<file path="src/rtl/seven_seg_capture.sv">
`default_nettype none
// ============================================================================
// Module   : seven_seg_capture
// Purpose  : Watches a multiplexed, active-low 7-segment bus (segments plus
//            digit selects) and rebuilds the displayed hex nibble, decimal
//            point and glyph legality for every digit. The bus is
//            asynchronous to clk_i. A value is captured once it has been
//            stable for STABLE_CYCLES synchronized cycles.
// Ports    : clk_i          - system clock
//            rst_ni         - asynchronous reset, active low
//            seg_i[7:0]     - segments, active low, [6:0]=g..a, [7]=dp
//            dig_i          - digit selects, active low, one-hot-low when valid
//            clear_i        - synchronous clear of the captured state
//            value_o        - captured nibbles, digit k at [4k+3:4k]
//            dp_o           - captured decimal points, 1 = lit
//            digit_ok_o     - 1 = last capture of digit k was a legal glyph
//            frame_valid_o  - 1-cycle pulse, every digit captured since last frame
//            error_o        - 1-cycle pulse, illegal glyph or several selects low
// Revision : 1.0 - initial release
// ============================================================================
module seven_seg_capture #(
    parameter int DIGITS        = 4,
    parameter int STABLE_CYCLES = 16
) (
    input  logic                  clk_i,
    input  logic                  rst_ni,
    input  logic [7:0]            seg_i,
    input  logic [DIGITS-1:0]     dig_i,
    input  logic                  clear_i,
    output logic [4*DIGITS-1:0]   value_o,
    output logic [DIGITS-1:0]     dp_o,
    output logic [DIGITS-1:0]     digit_ok_o,
    output logic                  frame_valid_o,
    output logic                  error_o
);

    localparam int               BUS_W    = DIGITS + 8;
    localparam int               CNT_W    = $clog2(STABLE_CYCLES + 1);
    localparam logic [CNT_W-1:0] CNT_ONE  = CNT_W'(1);
    localparam logic [CNT_W-1:0] CNT_LAST = CNT_W'(STABLE_CYCLES - 1);
    localparam logic [CNT_W-1:0] CNT_SAT  = {CNT_W{1'b1}};

    typedef enum logic [1:0] {
        ST_WAIT   = 2'd0,
        ST_SETTLE = 2'd1,
        ST_HELD   = 2'd2
    } state_t;

    // ------------------------------------------------------------------
    // Two-flop synchronizer plus one delay stage for change detection.
    // Reset value is all ones, i.e. an idle (dark, deselected) bus.
    // ------------------------------------------------------------------
    logic [BUS_W-1:0] r_sync1;
    logic [BUS_W-1:0] r_sync2;
    logic [BUS_W-1:0] r_prev;

    always_ff @(posedge clk_i or negedge rst_ni) begin
        if (!rst_ni) begin
            r_sync1 <= '1;
            r_sync2 <= '1;
            r_prev  <= '1;
        end else begin
            r_sync1 <= {dig_i, seg_i};
            r_sync2 <= r_sync1;
            r_prev  <= r_sync2;
        end
    end

    logic [DIGITS-1:0] w_dig_s;
    logic [7:0]        w_seg_s;
    logic              w_same;

    assign w_dig_s = r_sync2[BUS_W-1:8];
    assign w_seg_s = r_sync2[7:0];
    assign w_same  = (r_sync2 == r_prev);

    // ------------------------------------------------------------------
    // Stability FSM: one capture per stable episode, then park in HELD
    // until the bus moves again.
    // ------------------------------------------------------------------
    state_t           r_state;
    state_t           w_state_next;
    logic [CNT_W-1:0] r_cnt;
    logic [CNT_W-1:0] w_cnt_next;
    logic             w_capture;

    always_ff @(posedge clk_i or negedge rst_ni) begin
        if (!rst_ni) begin
            r_state <= ST_WAIT;
            r_cnt   <= '0;
        end else begin
            r_state <= w_state_next;
            r_cnt   <= w_cnt_next;
        end
    end

    always_comb begin
        w_state_next = r_state;
        w_cnt_next   = r_cnt;
        w_capture    = 1'b0;
        case (r_state)
            ST_WAIT: begin
                w_cnt_next = '0;
                if (w_same) begin
                    w_state_next = ST_SETTLE;
                    w_cnt_next   = CNT_ONE;
                end
            end
            ST_SETTLE: begin
                if (!w_same) begin
                    w_state_next = ST_WAIT;
                    w_cnt_next   = '0;
                end else begin
                    if (r_cnt != CNT_SAT) begin
                        w_cnt_next = r_cnt + CNT_ONE;
                    end
                    if (r_cnt == CNT_LAST) begin
                        w_capture    = 1'b1;
                        w_state_next = ST_HELD;
                    end
                end
            end
            ST_HELD: begin
                // Counter is frozen here so it can never wrap on a long hold.
                if (!w_same) begin
                    w_state_next = ST_WAIT;
                    w_cnt_next   = '0;
                end
            end
            default: begin
                w_state_next = ST_WAIT;
                w_cnt_next   = '0;
            end
        endcase
    end

    // ------------------------------------------------------------------
    // Glyph decoder: returns {hit, nibble} for an active-low g..a pattern.
    // ------------------------------------------------------------------
    function automatic logic [4:0] f_decode(input logic [6:0] glyph);
        logic [4:0] res;
        res = 5'h00;
        case (glyph)
            7'h40:   res = {1'b1, 4'h0};
            7'h79:   res = {1'b1, 4'h1};
            7'h24:   res = {1'b1, 4'h2};
            7'h30:   res = {1'b1, 4'h3};
            7'h19:   res = {1'b1, 4'h4};
            7'h12:   res = {1'b1, 4'h5};
            7'h02:   res = {1'b1, 4'h6};
            7'h78:   res = {1'b1, 4'h7};
            7'h00:   res = {1'b1, 4'h8};
            7'h10:   res = {1'b1, 4'h9};
            7'h08:   res = {1'b1, 4'hA};
            7'h03:   res = {1'b1, 4'hB};
            7'h46:   res = {1'b1, 4'hC};
            7'h21:   res = {1'b1, 4'hD};
            7'h06:   res = {1'b1, 4'hE};
            7'h0E:   res = {1'b1, 4'hF};
            default: res = 5'h00;
        endcase
        return res;
    endfunction

    logic [DIGITS-1:0] w_sel;
    logic              w_sel_one;
    logic              w_sel_multi;
    logic [4:0]        w_dec;
    logic              w_hit;
    logic              w_blank;
    logic              w_bad;
    logic [DIGITS-1:0] w_mask_set;

    assign w_sel       = ~w_dig_s;
    assign w_sel_one   = ($countones(w_sel) == 1);
    assign w_sel_multi = ($countones(w_sel) > 1);
    assign w_dec       = f_decode(w_seg_s[6:0]);
    assign w_hit       = w_dec[4];
    assign w_blank     = (w_seg_s[6:0] == 7'h7F);
    assign w_bad       = !w_hit && !w_blank;

    // ------------------------------------------------------------------
    // Captured state and pulses
    // ------------------------------------------------------------------
    logic [4*DIGITS-1:0] r_value;
    logic [DIGITS-1:0]   r_dp;
    logic [DIGITS-1:0]   r_ok;
    logic [DIGITS-1:0]   r_mask;
    logic                r_frame;
    logic                r_error;

    assign w_mask_set = r_mask | w_sel;

    always_ff @(posedge clk_i or negedge rst_ni) begin
        if (!rst_ni) begin
            r_value <= '0;
            r_dp    <= '0;
            r_ok    <= '0;
            r_mask  <= '0;
            r_frame <= 1'b0;
            r_error <= 1'b0;
        end else begin
            r_frame <= 1'b0;
            r_error <= 1'b0;
            if (clear_i) begin
                // Clear wins over a coincident capture; that capture is lost.
                r_value <= '0;
                r_dp    <= '0;
                r_ok    <= '0;
                r_mask  <= '0;
            end else if (w_capture) begin
                if (w_sel_multi) begin
                    r_error <= 1'b1;
                end else if (w_sel_one) begin
                    for (int k = 0; k < DIGITS; k++) begin
                        if (w_sel[k]) begin
                            r_value[4*k +: 4] <= w_hit ? w_dec[3:0] : 4'h0;
                            r_ok[k]           <= w_hit;
                            r_dp[k]           <= ~w_seg_s[7];
                        end
                    end
                    r_error <= w_bad;
                    // Completing the set restarts the mask in the same edge.
                    if (&w_mask_set) begin
                        r_mask  <= '0;
                        r_frame <= 1'b1;
                    end else begin
                        r_mask  <= w_mask_set;
                    end
                end
            end
        end
    end

    assign value_o       = r_value;
    assign dp_o          = r_dp;
    assign digit_ok_o    = r_ok;
    assign frame_valid_o = r_frame;
    assign error_o       = r_error;

endmodule
`default_nettype wire

</file>
<file path="config.mk">
export PLATFORM = sky130hd
export DESIGN_NAME = seven_seg_capture
export DESIGN_NICKNAME = d
export VERILOG_FILES = /design/src/rtl/seven_seg_capture.sv
export SDC_FILE = /design/constraint.sdc
export NUM_CORES = 1
export LEC_CHECK = 0
export BUFFER_PORTS_ARGS = -buffer_cell sky130_fd_sc_hd__buf_2
export CAP_MARGIN = 30
export CELL_PAD_IN_SITES_DETAIL_PLACEMENT = 2
export CELL_PAD_IN_SITES_GLOBAL_PLACEMENT = 2
export CORE_MARGIN = 8
export CORE_UTILIZATION = 39
export CTS_BUF_LIST = sky130_fd_sc_hd__clkbuf_8 sky130_fd_sc_hd__clkbuf_16
export CTS_CLUSTER_SIZE = 12
export DETAILED_ROUTE_END_ITERATION = 8
export PLACE_DENSITY_LB_ADDON = 0.1
export SETUP_SLACK_MARGIN = 0.3
export SLEW_MARGIN = 20
export SYNTH_ARGS = -nofsm -noshare
export SYNTH_HDL_FRONTEND = slang
export SYNTH_SLANG_ARGS = --single-unit
</file>
<file path="constraint.sdc">
create_clock -name clk_i -period 3.2 [get_ports clk_i]
set_input_delay 0.64 -clock clk_i [delete_from_list [all_inputs] [get_ports clk_i]]
set_output_delay 0.64 -clock clk_i [all_outputs]
set_load 0.01 [all_outputs]
</file>
==> Word-level counts from Yosys, hierarchy flattened <==
Cells that the tools add are included.
{ "word_totals": {"ff_bits": 73, "in_bits": 15, "out_inout_bits": 26, "wordCells": 127} }
{ "classes": {"addsub": 4, "magnitude_cmp": 1, "n_eq_ne": 27, "mux": 53, "bitwise": 3, "reduce_logical": 19} }
{ "op_table": {"columns": ["operator", "count"], "rows": [
  ["$pmux 5 s16", 1],
  ["$mux 4", 18],
  ["$mux 16", 4],
  ["$eq 7x7->1 const B", 5],
  ["$eq 32x2->1 const B", 1],
  ["$eq 7x5->1 const B", 3],
  ["$eq 7x6->1 const B", 3],
  ["$mux 1", 21],
  ["$reduce_and 4->1", 5],
  ["$mux 5", 3],
  ["$pmux 5 s3", 1],
  ["$eq 7x2->1 const B", 2],
  ["$eq 7x4->1 const B", 2],
  ["$eq 12x12->1", 1],
  ["$reduce_bool 2->1", 6],
  ["$mux 2", 4],
  ["$eq 7x3->1 const B", 1],
  ["$logic_not 7->1", 1],
  ["$ne 2x2->1 const B", 3],
  ["$ne 3x3->1 const B", 2],
  ["$pmux 2 s3", 1],
  ["$reduce_and 3->1", 2],
  ["$add 5x1->5 const B", 1],
  ["$eq 5x4->1 const B", 1],
  ["13 further kinds", 15]
]} }

==> Longest topological paths before layout <==
Gate-level depths: netlist of run 1.
{ "depth": {"depth_word": 8, "depth_mapped": 10, "ltp_nobuf": 10} }

==> Worst setup path after synthesis of run 1 <==
No wires, ideal clock.
{ "synth_timing": {"kind": "register to register", "startpoint": "reg r_sync2[8]", "endpoint": "reg r_value[13], in the netlist value_o[13]", "setup_ns": 0.132, "t_arrival_ns": 2.748, "required_ns": 3.068, "path_slack_ns": 0.320, "stages_incl_launch_ff": 10, "n_path_buf": 0, "synth_period_minus_slack_ns": 2.880, "cell_sequence": "dfstp_2 > inv_1 > fa_1 > ha_1 > ha_1 > nand4bb_1 > or3_1 > nor4_4 > mux2i_1 > nor2_1"} }
{ "synth_via": {"elab_chain_cells": 6, "elab_cells_between_ends": 12, "cone_classes": "add/sub (2); order compare (1); eq/ne (3); mux (2); bitwise (1); reduce/logical (3)"} }
{ "synth_lines": {"columns": ["item", "line_no", "rtl"], "rows": [
  ["from (decl)", "54", "logic [BUS_W-1:0] r_sync2;"],
  ["from (signal assigned)", "64", "r_sync2 <= r_sync1;"],
  ["$not 4->4", "174", "assign w_sel = ~w_dig_s;"],
  ["$add 1x1->2 (not written as such)", "175, 176", null],
  ["$add 2x2->3 (not written as such)", "175, 176", null],
  ["$gt 3x1->1 / $eq 32x2->1 (equally long branches)", "176, 175", null],
  ["$ne 2x2->1 (no source line) / $reduce_bool 2->1 (equally long branches)", null, null],
  ["$reduce_and 4->1 (no source line) (*)", null, null],
  ["to (signal, indexed assignment)", "217", "r_value[4*k +: 4] <= w_hit ? w_dec[3:0] : 4'h0;"],
  ["to (decl)", "185", "logic [4*DIGITS-1:0] r_value;"]
]} }
Every way passes the cells marked *; elsewhere a longest branch is shown, timed or not.
A chain may end at the register's enable or synchronous reset.

==> Final worst setup path of run 1 <==
{ "layout_timing": {"startpoint": "reg r_sync2[8]", "endpoint": "reg r_value[5], in the netlist value_o[5]"} }
Same word-level chain as after synthesis.

==> results of run 1 <==
## power groups by stage
| stage | sequential, W | clock (W) | combinational [W] |
|---|---|---|---|
| 5_1_grt | 0.00100 | 0.000772 | 0.000179 |
| 6_report | 0.000996 | 0.000708 | 0.000162 |
| 4_1_cts | 0.000996 | 0.000735 | 0.000156 |
| 3_3_place_gp | 0.00101 | 0 | 0.000125 |
| 3_5_place_dp | 0.00101 | 0 | 0.000132 |
| 2_1_floorplan | 0.000994 | 0 | 0.0000924 |
## worst min path at each step
stage | start | end | slack [ps] | depth (start not counted)
final | rst_ni | r_mask[2] | 310 | 2
after detailed placement | r_sync1[7] | r_sync2[7] | 350 | 0
after CTS | r_sync1[5] | r_sync2[5] | 350 | 0
after global placement | r_sync1[6] | r_sync2[6] | 350 | 0
after global routing | rst_ni | r_mask[2] | 350 | 2
after floorplan | rst_ni | digit_ok_o[0] | 340 | 0
## cell families after synthesis
family | share of synthesized area (%)
and+or+nand+nor | 19.3
adders and majority gates | 2.81
muxes | 4.18
buffers and inverters | 3.52
DFF | 55.4
xor gates and xnor gates | 5.55
AOI/OAI and AO/OA | 9.29
## metal layers
layer | wire length, um | share of wire [%] | up-vias
met2 | 4460 | 52 | 36
met3 | 342 | 4.0 | 8
met4 | 86 | 1.0 | 0
met1 | 3690 | 43 | 1233
met5 | 0 | 0 | -
li1 | - | - | 1093
## worst max-delay path, cell delays in order, from the launching register on
cell	delay (ps)
sky130_fd_sc_hd__dfstp_2	550
sky130_fd_sc_hd__inv_2	50
sky130_fd_sc_hd__fa_1	560
sky130_fd_sc_hd__ha_2	220
sky130_fd_sc_hd__ha_4	210
sky130_fd_sc_hd__nand4bb_4	240
sky130_fd_sc_hd__or3_4	360
sky130_fd_sc_hd__nor4_4	160
sky130_fd_sc_hd__buf_6	180
sky130_fd_sc_hd__mux2i_1	210
sky130_fd_sc_hd__nor2_1	60
## sequential cells by signal, summed over array words and instances (netlist names), 2 cells and up
signal      cells
digit_ok_o      4
r_cnt           5
r_prev         12
r_sync2        12
value_o        16
r_mask          4
r_sync1        12
dp_o            4
r_state         2
## per-stage QoR
| stage | setup WS, ps | util, % | instances |
|---|---|---|---|
| global placement | 198 | 43.4 | 419 |
| global route | 151 | 48.0 | 445 |
| finish | 267 | 48.0 | 445 |
| CTS | 285 | 47.0 | 438 |
| floorplan | 320 | - | 275 |
| detailed placement | 64.8 | 43.4 | 419 |
## layout make-up
cell class | instances | area [um^2] | share of cell area [%]
multi-input combinational | 176 | 1480 | 36.1
timing repair buffer | 59 | 374 | 9.11
inverter | 13 | 48.8 | 1.19
clock buffer | 12 | 176 | 4.30
sequential | 73 | 1870 | 45.6
clock inverter | 4 | 17.5 | 0.427
tap | 108 | 135 | 3.29
## cells in the final DEF (no fill, tap or decap), types with 5 or more instances in the layout
cell type                  synthesis  final
sky130_fd_sc_hd__nand4b_1          5      5
sky130_fd_sc_hd__dfrtp_1          37     37
sky130_fd_sc_hd__nand3_1           5      5
sky130_fd_sc_hd__buf_2             2     40
sky130_fd_sc_hd__inv_1            13     13
sky130_fd_sc_hd__buf_4             1     13
sky130_fd_sc_hd__o211ai_1          5      5
sky130_fd_sc_hd__nand2_1           5      5
sky130_fd_sc_hd__nor3_1            8      8
sky130_fd_sc_hd__dfstp_2          36     36
sky130_fd_sc_hd__mux2i_1          13     13
sky130_fd_sc_hd__buf_6             2      5
sky130_fd_sc_hd__a21oi_1          11      9
sky130_fd_sc_hd__o21ai_0          11      8
sky130_fd_sc_hd__o21a_1            5      5
sky130_fd_sc_hd__clkbuf_8          0     11
sky130_fd_sc_hd__nor2_1           22     22
sky130_fd_sc_hd__xnor2_1          11     11
## repair_timing
item / CTS / global route
gates resized for setup: 15 / 10
setup buffers: 3 / 6
pin swaps: 1 / 6
cloned: 0 / 0
endpoints found under the setup margin: 28 / 28
==> impl_metrics.yaml, run 1 <==
floorplanning:
  die_h_um: 109
  placement_rows: 34
  die_w_um: 109
  die_area_um2: 11900
  starting_density_of_the_core_pct: 39.5
  pin_count: 41
  design.core.area_um2: 8550
sta:
  max_clock_freq_ghz: 0.341
  setup-tns-final_ps: 0
  hold_slack_ps: 310
  final_period_minus_worst_setup_slack_ps: 2930
  max_slew_margin_pct: 61.3
  timing_hold_violations_final: 0
  final_min_period_over_clock_period_pct: 91.7
  final.setup_skew_ps: 9.20
  drv_slew: 0
  timing_worst_slew_pin_value_ps: 576
  report.final.setup_viol: 0
  rsz_0062_raised_after_global_routing: "yes"
pwr:
  power_leakage_nw: 1.87
  sw_frac_of_total_pct: 24.9
  peakVddDrop_mv: 0.201
  power_w: 0.00187
  clkPwrFrac_pct: 37.9
  total_power_density_per_cell_area_nw_per_um2: 454
  p_int_w: 0.00140
  total_switching_power_w: 0.000465
  p_comb_share_pct: 8.7
  sequential_share_of_power_pct: 53.4
worst_setup_path:
  regToRegEndpoint: "value_o[5]"
  worstPathArrival_ps: 3160
  r2r_cells: 10
  critical_path.endpoint: "value_o[5]"
  path_class: "reg2reg"
  cp_max_fo: 8
  cp-start-kind: "register"
  critPathCaptureType: "register"
  regToRegStartpoint: "r_sync2[8]"
  crit_start: "r_sync2[8]"
  flop2flop_setup_slack_ps: 270
  critical_path_required_ps: 3420
clocking:
  clock_sinks: 73
  cts_htree_levels: 3
  holdBufCountCts: 0
  clockBufferDepth: 2
  clkLatencyLatePin_ps: 350
  clkTransAtPathRegs_ps: 80
  cts-buffers-inserted: 9
  cts_tree: "done"
  cts_root_buffer: "sky130_fd_sc_hd__clkbuf_8"
global_route:
  grtUsageMet1_pct: 19.4
  globalRoute.busiestLayer: "met2"
  grtUsageMet3_pct: 4.79
  first_pass_grt_wire_length_mm: 14.2
  grt_max_degree: 74
  antenna_violations_before_repair: 0
  overflow: 0
  global_route.usage.total_pct: 15.7
  groute.layer.met2.usage_pct: 26.1
  first_global_vias: 2638
synth:
  syn-cell-area_um2: 3380
  synth_seq_cells: 73
  synth_seq_area_share_pct: 55.4
  synth.avg_cell_area_um2: 12.3
  synthesis.nets: 297
  yosysWarnings: 0
  postSynthCellCount: 275
  synth.top_cells.by_count: "sky130_fd_sc_hd__dfrtp_1, sky130_fd_sc_hd__dfstp_2, sky130_fd_sc_hd__nor2_1, sky130_fd_sc_hd__inv_1, sky130_fd_sc_hd__mux2i_1"
  postSynth.asyncResetShare_pct: 100
  number_of_enable_type_register_cells_in_the_synthesized_netlist: 0
  synth_top_cell_area_share_pct: 28.0
  post-synth-top-area-cell: "sky130_fd_sc_hd__dfstp_2"
  yosys.cell_count.top_type: "sky130_fd_sc_hd__dfrtp_1"
  post_synth_num_cell_types: 51
  synth_top_flop_cell: "sky130_fd_sc_hd__dfrtp_1"
  ys_top_cells_by_area: "sky130_fd_sc_hd__dfstp_2, sky130_fd_sc_hd__dfrtp_1, sky130_fd_sc_hd__mux2i_1, sky130_fd_sc_hd__xnor2_1, sky130_fd_sc_hd__nor4_4"
drt:
  drt-pass1-iter-count: 4
  detailedRoute.firstIterationViolations: 84
  wire_per_inst_um: 19.3
  total_routed_wirelength_mm: 8.58
  routed-via-count: 2370
  drt.antenna.violating_nets: 0
  viasPerCell: 5.33
  drc: 0
cells_and_area:
  areaGrowthSynthToFinish_pct: 21.5
  antenna_cells_inserted: 0
  nets: 354
  final_instance_area_um2: 4110
  drive_gt1_share_pct: 42.4
  nFillCells: 851
placement:
  placement.io_buffers: 40
  placedInstanceArea_um2: 3710
  finalWeightedCongestion: 0.730
  hpwl_after_dpl_mm: 5.76
run:
  max-cap-violations: 0
hold_path:
  type_of_the_tightest_min_delay_check: "in2async"
run_status:
  outcome: "complete, no violations"
Power figures use the tool's default switching activity.
==> run 2: changes to the inputs <==
Settings changed: CORE_UTILIZATION 39 to 35, RECOVER_POWER from default to 100.
Clock period 3.2 ns to 2.6 ns, I/O delays scaled along.
==> run 2 against run 1 <==
The run now ends with capacitance limit, slew limit, setup timing left. Setup slack got worse by 570 ps. Sequential share of layout area down 2.3 points. Critical path depth unchanged. Die area is 9.7% higher. Fmax increased by 1.0%. Combinational power is 47% higher. Cell count rose by 8.8%. Routed wire length is 6.3% higher. Clock power increased by 35%. Clock skew is 5.7 ps higher. Sequential cell count unchanged. Critical path type unchanged. Highest routed layer unchanged.
==> impl_metrics.yaml, run 2 (synthesis gave the netlist of run 1 again) <==
cells_and_area:
  layout.cells.most_common: "sky130_fd_sc_hd__buf_2"
  drive_gt1_share_pct: 45.6
  largest_reg_flops: 16
  utilization_pct: 45.2
  final_cell_mix: "sky130_fd_sc_hd__buf_2, sky130_fd_sc_hd__dfrtp_1, sky130_fd_sc_hd__dfstp_2"
  nets: 368
  finalNonFillerCells: 484
  areaGrowthSynthToFinish_pct: 28.2
  antenna_cells_inserted: 0
floorplanning:
  starting_density_of_the_core_pct: 35.2
  die_h_um: 114
  design.core.area_um2: 9590
  pin_count: 41
  placement_rows: 36
  die_area_um2: 13100
  die_w_um: 114
sta:
  report.final.setup_viol: 28
  final_period_minus_worst_setup_slack_ps: 2900
  timing_hold_violations_final: 0
  final_min_period_over_clock_period_pct: 112
  final.setup_skew_ps: 14.9
  rsz_0062_raised_after_global_routing: "yes"
  max_slew_margin_pct: -23.7
  max_clock_freq_ghz: 0.344
  drv_slew: 34
  timing_worst_slew_pin_value_ps: 1860
  finalWorstSetupSlack_ps: -304
worst_setup_path:
  regToRegEndpoint: "r_mask[1]"
  regToRegStartpoint: "r_sync2[8]"
  worstPathArrival_ps: 3140
  r2r_cells: 10
  critPathCaptureType: "register"
  flop2flop_setup_slack_ps: -300
  cp_max_fo: 4
  critical_path_required_ps: 2840
  path_class: "reg2reg"
  cp-start-kind: "register"
hold_path:
  whs_path_cells: 1
  type_of_the_tightest_min_delay_check: "in2reg"
  holdPathEnd: "r_sync1[3]"
  min_delay_startpoint: "seg_i[3]"
placement:
  hpwl_after_dpl_mm: 6.22
  placedCellCount: 461
  dp_slack_ps: -691
  finalWeightedCongestion: 0.729
  placement.io_buffers: 40
global_route:
  antenna_violations_before_repair: 0
  first_pass_grt_wire_length_mm: 15.3
  overflow: 0
  first_global_vias: 2787
  grt_max_degree: 74
  global_route.usage.total_pct: 15.3
pwr:
  power_leakage_nw: 1.95
  peakVddDrop_mv: 0.315
  power_w: 0.00241
  total_power_density_per_cell_area_nw_per_um2: 556
drt:
  total_routed_wirelength_mm: 9.12
  drc: 0
  wire_per_inst_um: 18.8
  drt-pass1-iter-count: 4
  routed-via-count: 2448
  detailedRoute.firstIterationViolations: 79
  drt.antenna.violating_nets: 0
  viasPerCell: 5.06
clocking:
  cts_htree_levels: 3
  cts_root_buffer: "sky130_fd_sc_hd__clkbuf_8"
  clock_sinks: 73
  clkLatencyLatePin_ps: 350
  cts-buffers-inserted: 9
  clockBufferDepth: 2
  clkTransAtPathRegs_ps: 80
  cts_tree: "done"
run_status:
  violations_in_the_final_reports: "capacitance limit, slew limit, setup timing"
  outcome: "finished, violations left"
run:
  max-cap-violations: 1
[run 2: changes by cell type in the layout (fill, tap and decap cells not counted), sizes merged]
cell | before | now
buf | 59 | 71
bufinv | 0 | 1
clkbuf | 12 | 13
[run 2: report_power, final]
part | internal, W | switching [W]
logic | 0.000111 | 0.000127
registers | 0.00119 | 0.0000322
clock network | 0.000503 | 0.000451
total | 0.00180 | 0.000610
[run 2: timing repair]
action                     CTS  global route
hold buffers                 0             0
gates resized for setup     19            13
buffers inserted             2             4
pin swaps                    3             3
setup endpoints to repair   29            30
[run 2: how the worst max path moves through the flow]
stage | start | to
2_1_floorplan | r_sync2[8] | value_o[13]
3_3_place_gp | r_sync2[8] | r_mask[3]
3_5_place_dp | r_sync2[8] | r_mask[2]
4_1_cts | r_sync2[8] | value_o[11]
5_1_grt | r_sync2[8] | dp_o[2]
6_report | r_sync2[8] | r_mask[1]
[run 2: stage by stage]
step	TNS (ps)	hold slack, ps	cell area, um^2
2_1_floorplan	-4550	224	3400
3_3_place_gp	-7190	346	3910
3_5_place_dp	-9590	347	3910
4_1_cts	-6990	237	4230
5_1_grt	-9420	232	4330
6_report	-6490	262	4330
[run 2: final cells by class]
type                       instances  area [um^2]
sequential                        73         1880
fill                             998         5260
clock inverter                     5         61.3
timing repair buffer              73          497
inverter                          13         48.8
multi-input combinational        176         1530
tap                              133          166
clock buffer                      11          151
[run 2: worst max-delay path, cell delays in order, from the launching register on]
cell and delay (ps):
sky130_fd_sc_hd__dfstp_2 550, sky130_fd_sc_hd__inv_2 50, sky130_fd_sc_hd__fa_1 580, sky130_fd_sc_hd__ha_4 170, sky130_fd_sc_hd__ha_4 200, sky130_fd_sc_hd__buf_6 120, sky130_fd_sc_hd__nor4bb_4 320, sky130_fd_sc_hd__or2b_4 350
sky130_fd_sc_hd__nor4_4 180, sky130_fd_sc_hd__a21oi_2 140, sky130_fd_sc_hd__o21a_1 140
[run 2: routing by layer]
layer,vias up,wire [um],global-route usage [%]
met2,46,4750,25.8
met3,11,361,4.75
li1,1119,-,-
met5,-,0,0
met4,0,98,4.53
met1,1272,3910,18.2
==> run 3: changes to the inputs <==
Settings changed: ABC_AREA from default to 1.
Clock period 2.6 ns to 3 ns, I/O delays scaled along.
==> run 3 against run 2 <==
The run ends with capacitance limit, slew limit left. Register-to-register slack better by 630 ps. Largest power group unchanged. Combinational power is 12% higher. Via count grew 11%. Die area down 2.1%. Cell count increased by 12%. Largest cell class unchanged. Highest routed layer unchanged.
==> impl_metrics.yaml, run 3 <==
cells_and_area:
  nFillCells: 1032
  utilization_pct: 42.9
  final_instance_area_um2: 3940
  antenna_cells_inserted: 0
  nets: 450
  largest_reg_flops: 16
  final_cell_mix: "sky130_fd_sc_hd__nand2_1, sky130_fd_sc_hd__dfrtp_1, sky130_fd_sc_hd__inv_1"
  layout.cells.most_common: "sky130_fd_sc_hd__nand2_1"
  drive_gt1_share_pct: 18.5
  areaGrowthSynthToFinish_pct: 19.6
  finalNonFillerCells: 544
floorplanning:
  pin_count: 41
  die_area_um2: 12800
  starting_density_of_the_core_pct: 35.9
  placement_rows: 35
  die_w_um: 113
  die_h_um: 113
  design.core.area_um2: 9200
drt:
  detailedRoute.firstIterationViolations: 93
  total_routed_wirelength_mm: 9.08
  drc: 0
  drt.antenna.violating_nets: 0
  routed-via-count: 2718
  viasPerCell: 5.00
  wire_per_inst_um: 16.7
  drt-pass1-iter-count: 4
global_route:
  globalRoute.busiestLayer: "met2"
  grtUsageMet3_pct: 3.51
  global_route.usage.total_pct: 15.2
  grt_max_degree: 74
  first_pass_grt_wire_length_mm: 15.5
  groute.layer.met2.usage_pct: 25.2
  antenna_violations_before_repair: 0
  overflow: 0
  first_global_vias: 3046
  grtUsageMet1_pct: 19.1
worst_setup_path:
  worstPathArrival_ps: 2960
  cp_slowest_stage_delay_ps: 600
  critPathCaptureType: "register"
  flop2flop_setup_slack_ps: 330
  critical_path_required_ps: 3290
  worstPathCellList: "inv_1 -> fa_1 -> ha_1 -> ha_1 -> nor3_2 -> inv_2 -> o21ai_4 -> clkbuf_1 -> nand4_1 -> nand2_1"
  cp_max_fo: 5
  critical_path.most_common_cell: "sky130_fd_sc_hd__ha_1"
  path_class: "reg2reg"
  crit_path_top_delay_cell: "sky130_fd_sc_hd__dfstp_1"
  cp-start-kind: "register"
sta:
  max_slew_margin_pct: -16.7
  timing_worst_slew_pin_value_ps: 1750
  final_period_minus_worst_setup_slack_ps: 2670
  timing_hold_violations_final: 0
  setup-tns-final_ps: 0
  final_min_period_over_clock_period_pct: 89.0
  drv_slew: 74
  max_clock_freq_ghz: 0.374
  rsz_0062_raised_after_global_routing: "no"
  report.final.setup_viol: 0
  final.setup_skew_ps: 12.1
clocking:
  clkLatencyLatePin_ps: 350
  holdBufCountCts: 0
  clkTransAtPathRegs_ps: 90
  clockBufferDepth: 2
  cts_root_buffer: "sky130_fd_sc_hd__clkbuf_8"
  cts-buffers-inserted: 9
  clock_sinks: 73
  cts_htree_levels: 3
  cts_tree: "done"
hold_path:
  type_of_the_tightest_min_delay_check: "in2reg"
placement:
  placement.io_buffers: 40
  finalWeightedCongestion: 0.752
  hpwl_after_dpl_mm: 6.53
  placedCellCount: 524
  placedInstanceArea_um2: 3650
synth:
  yosys.cell_count.top_type: "sky130_fd_sc_hd__nand2_1"
  number_of_enable_type_register_cells_in_the_synthesized_netlist: 0
  synth_seq_cells: 73
  post_synth_num_cell_types: 26
  post-synth-top-area-cell: "sky130_fd_sc_hd__dfstp_2"
  synth.top_cells.by_count: "sky130_fd_sc_hd__nand2_1, sky130_fd_sc_hd__dfrtp_1, sky130_fd_sc_hd__dfstp_2, sky130_fd_sc_hd__inv_1, sky130_fd_sc_hd__nor2_1"
  postSynth.asyncResetShare_pct: 100
  syn-cell-area_um2: 3300
  synth_top_cell_area_share_pct: 28.7
  synth_mux_area_share_pct: 0
  synth-xor-area-share_pct: 1.06
  synth_top_flop_cell: "sky130_fd_sc_hd__dfrtp_1"
  synth_compound_gate_area_share_pct: 4.48
  synth.avg_cell_area_um2: 8.82
  postSynthCellCount: 374
  yosysWarnings: 0
  ys_top_cells_by_area: "sky130_fd_sc_hd__dfstp_2, sky130_fd_sc_hd__dfrtp_1, sky130_fd_sc_hd__nand2_1, sky130_fd_sc_hd__nand4_1, sky130_fd_sc_hd__inv_1"
  yosys.area_share.adder_pct: 2.88
  synth_simple_gate_area_share_pct: 28.8
  synth_top_family_by_area: "simple AND/OR/NAND/NOR gates"
  synth_seq_area_share_pct: 56.8
  synthesis.nets: 396
run:
  max-cap-violations: 1
run_status:
  outcome: "finished, violations left"
  violations_in_the_final_reports: "capacitance limit, slew limit"
pwr:
  total_power_density_per_cell_area_nw_per_um2: 596
  peakVddDrop_mv: 0.207
  power_leakage_nw: 1.98
[run 3: cell count changes after synthesis, moves of 6 or more]
| cell | delta |
|---|---|
| sky130_fd_sc_hd__nand2_1 | +126 |
| sky130_fd_sc_hd__nand4_1 | +27 |
| sky130_fd_sc_hd__inv_1 | +23 |
| sky130_fd_sc_hd__mux2i_1 | -13 |
| sky130_fd_sc_hd__nor2_1 | +12 |
| sky130_fd_sc_hd__o21ai_1 | +7 |
| sky130_fd_sc_hd__xnor2_1 | -7 |
| sky130_fd_sc_hd__a21oi_1 | -6 |
| sky130_fd_sc_hd__inv_2 | +6 |
[run 3: per-layer routing]
metal	part of all wire [%]	wire length [um]
met1	45	4130
met2	50	4560
met3	3.0	269
met4	1.4	128
met5	0	0
[run 3: final timing paths]
| path | start | cells past startpoint | endpoint |
|---|---|---|---|
| min in group asynchronous | rst_ni | 2 | digit_ok_o[0] |
| worst max register to register | r_sync2[11] | 10 | value_o[0] |
| worst min-delay path | dig_i[1] | 1 | r_sync1[9] |
| worst max-delay path | r_sync2[11] | 10 | value_o[0] |
| worst min register to register | r_sync1[4] | 0 | r_sync2[4] |
| max in group asynchronous | rst_ni | 2 | r_cnt[2] |
[run 3: logic make-up (layout without fill, tap and decap cells)]
family / after synthesis / count (layout)
adders and majority gates: 7 / 7
and+or+nand+nor: 215 / 215
buffers and inverters: 48 / 107
AOI/OAI and AO/OA: 27 / 27
xor gates and xnor gates: 4 / 4
DFF: 73 / 73
[run 3: critical path, delay by kind of cell, from the launching register on]
kind	cells	cell delay, ps
and+or+nand+nor	3	390
AOI/OAI and AO/OA	1	230
adders and majority gates	3	960
buffers and inverters	3	420
DFF	1	600
[run 3: layout make-up]
class                   instances  area (um^2)  area share, %
flip-flops and latches         73         1870           47.5
multi-input cells             253         1290           32.8
repair buffers                 49          225           5.71
inverters                      42          158           4.00
clock buffers                  10          149           3.78
well taps                     111          139           3.52
clock inverters                 6          106           2.70
[run 3: timing repair]
action	CTS	global route
setup buffers	1	3
pin swaps	1	2
endpoints found under the setup margin	28	28
resized for setup	5	10
[run 3: metrics by stage]
step	hold slack [ps]	power, W	setup WS (ps)
after global placement	346	0.00136	321
after floorplan	304	0.00126	311
final	335	0.00235	329
after detailed placement	347	0.00138	191
after global routing	314	0.00246	169
after CTS	278	0.00239	314
[run 3: power breakdown]
part	internal, W	switching, W	total (W)
Sequential	0.00106	0.0000435	0.00110
Combinational	0.0000838	0.000182	0.000266
Clock	0.000599	0.000382	0.000981
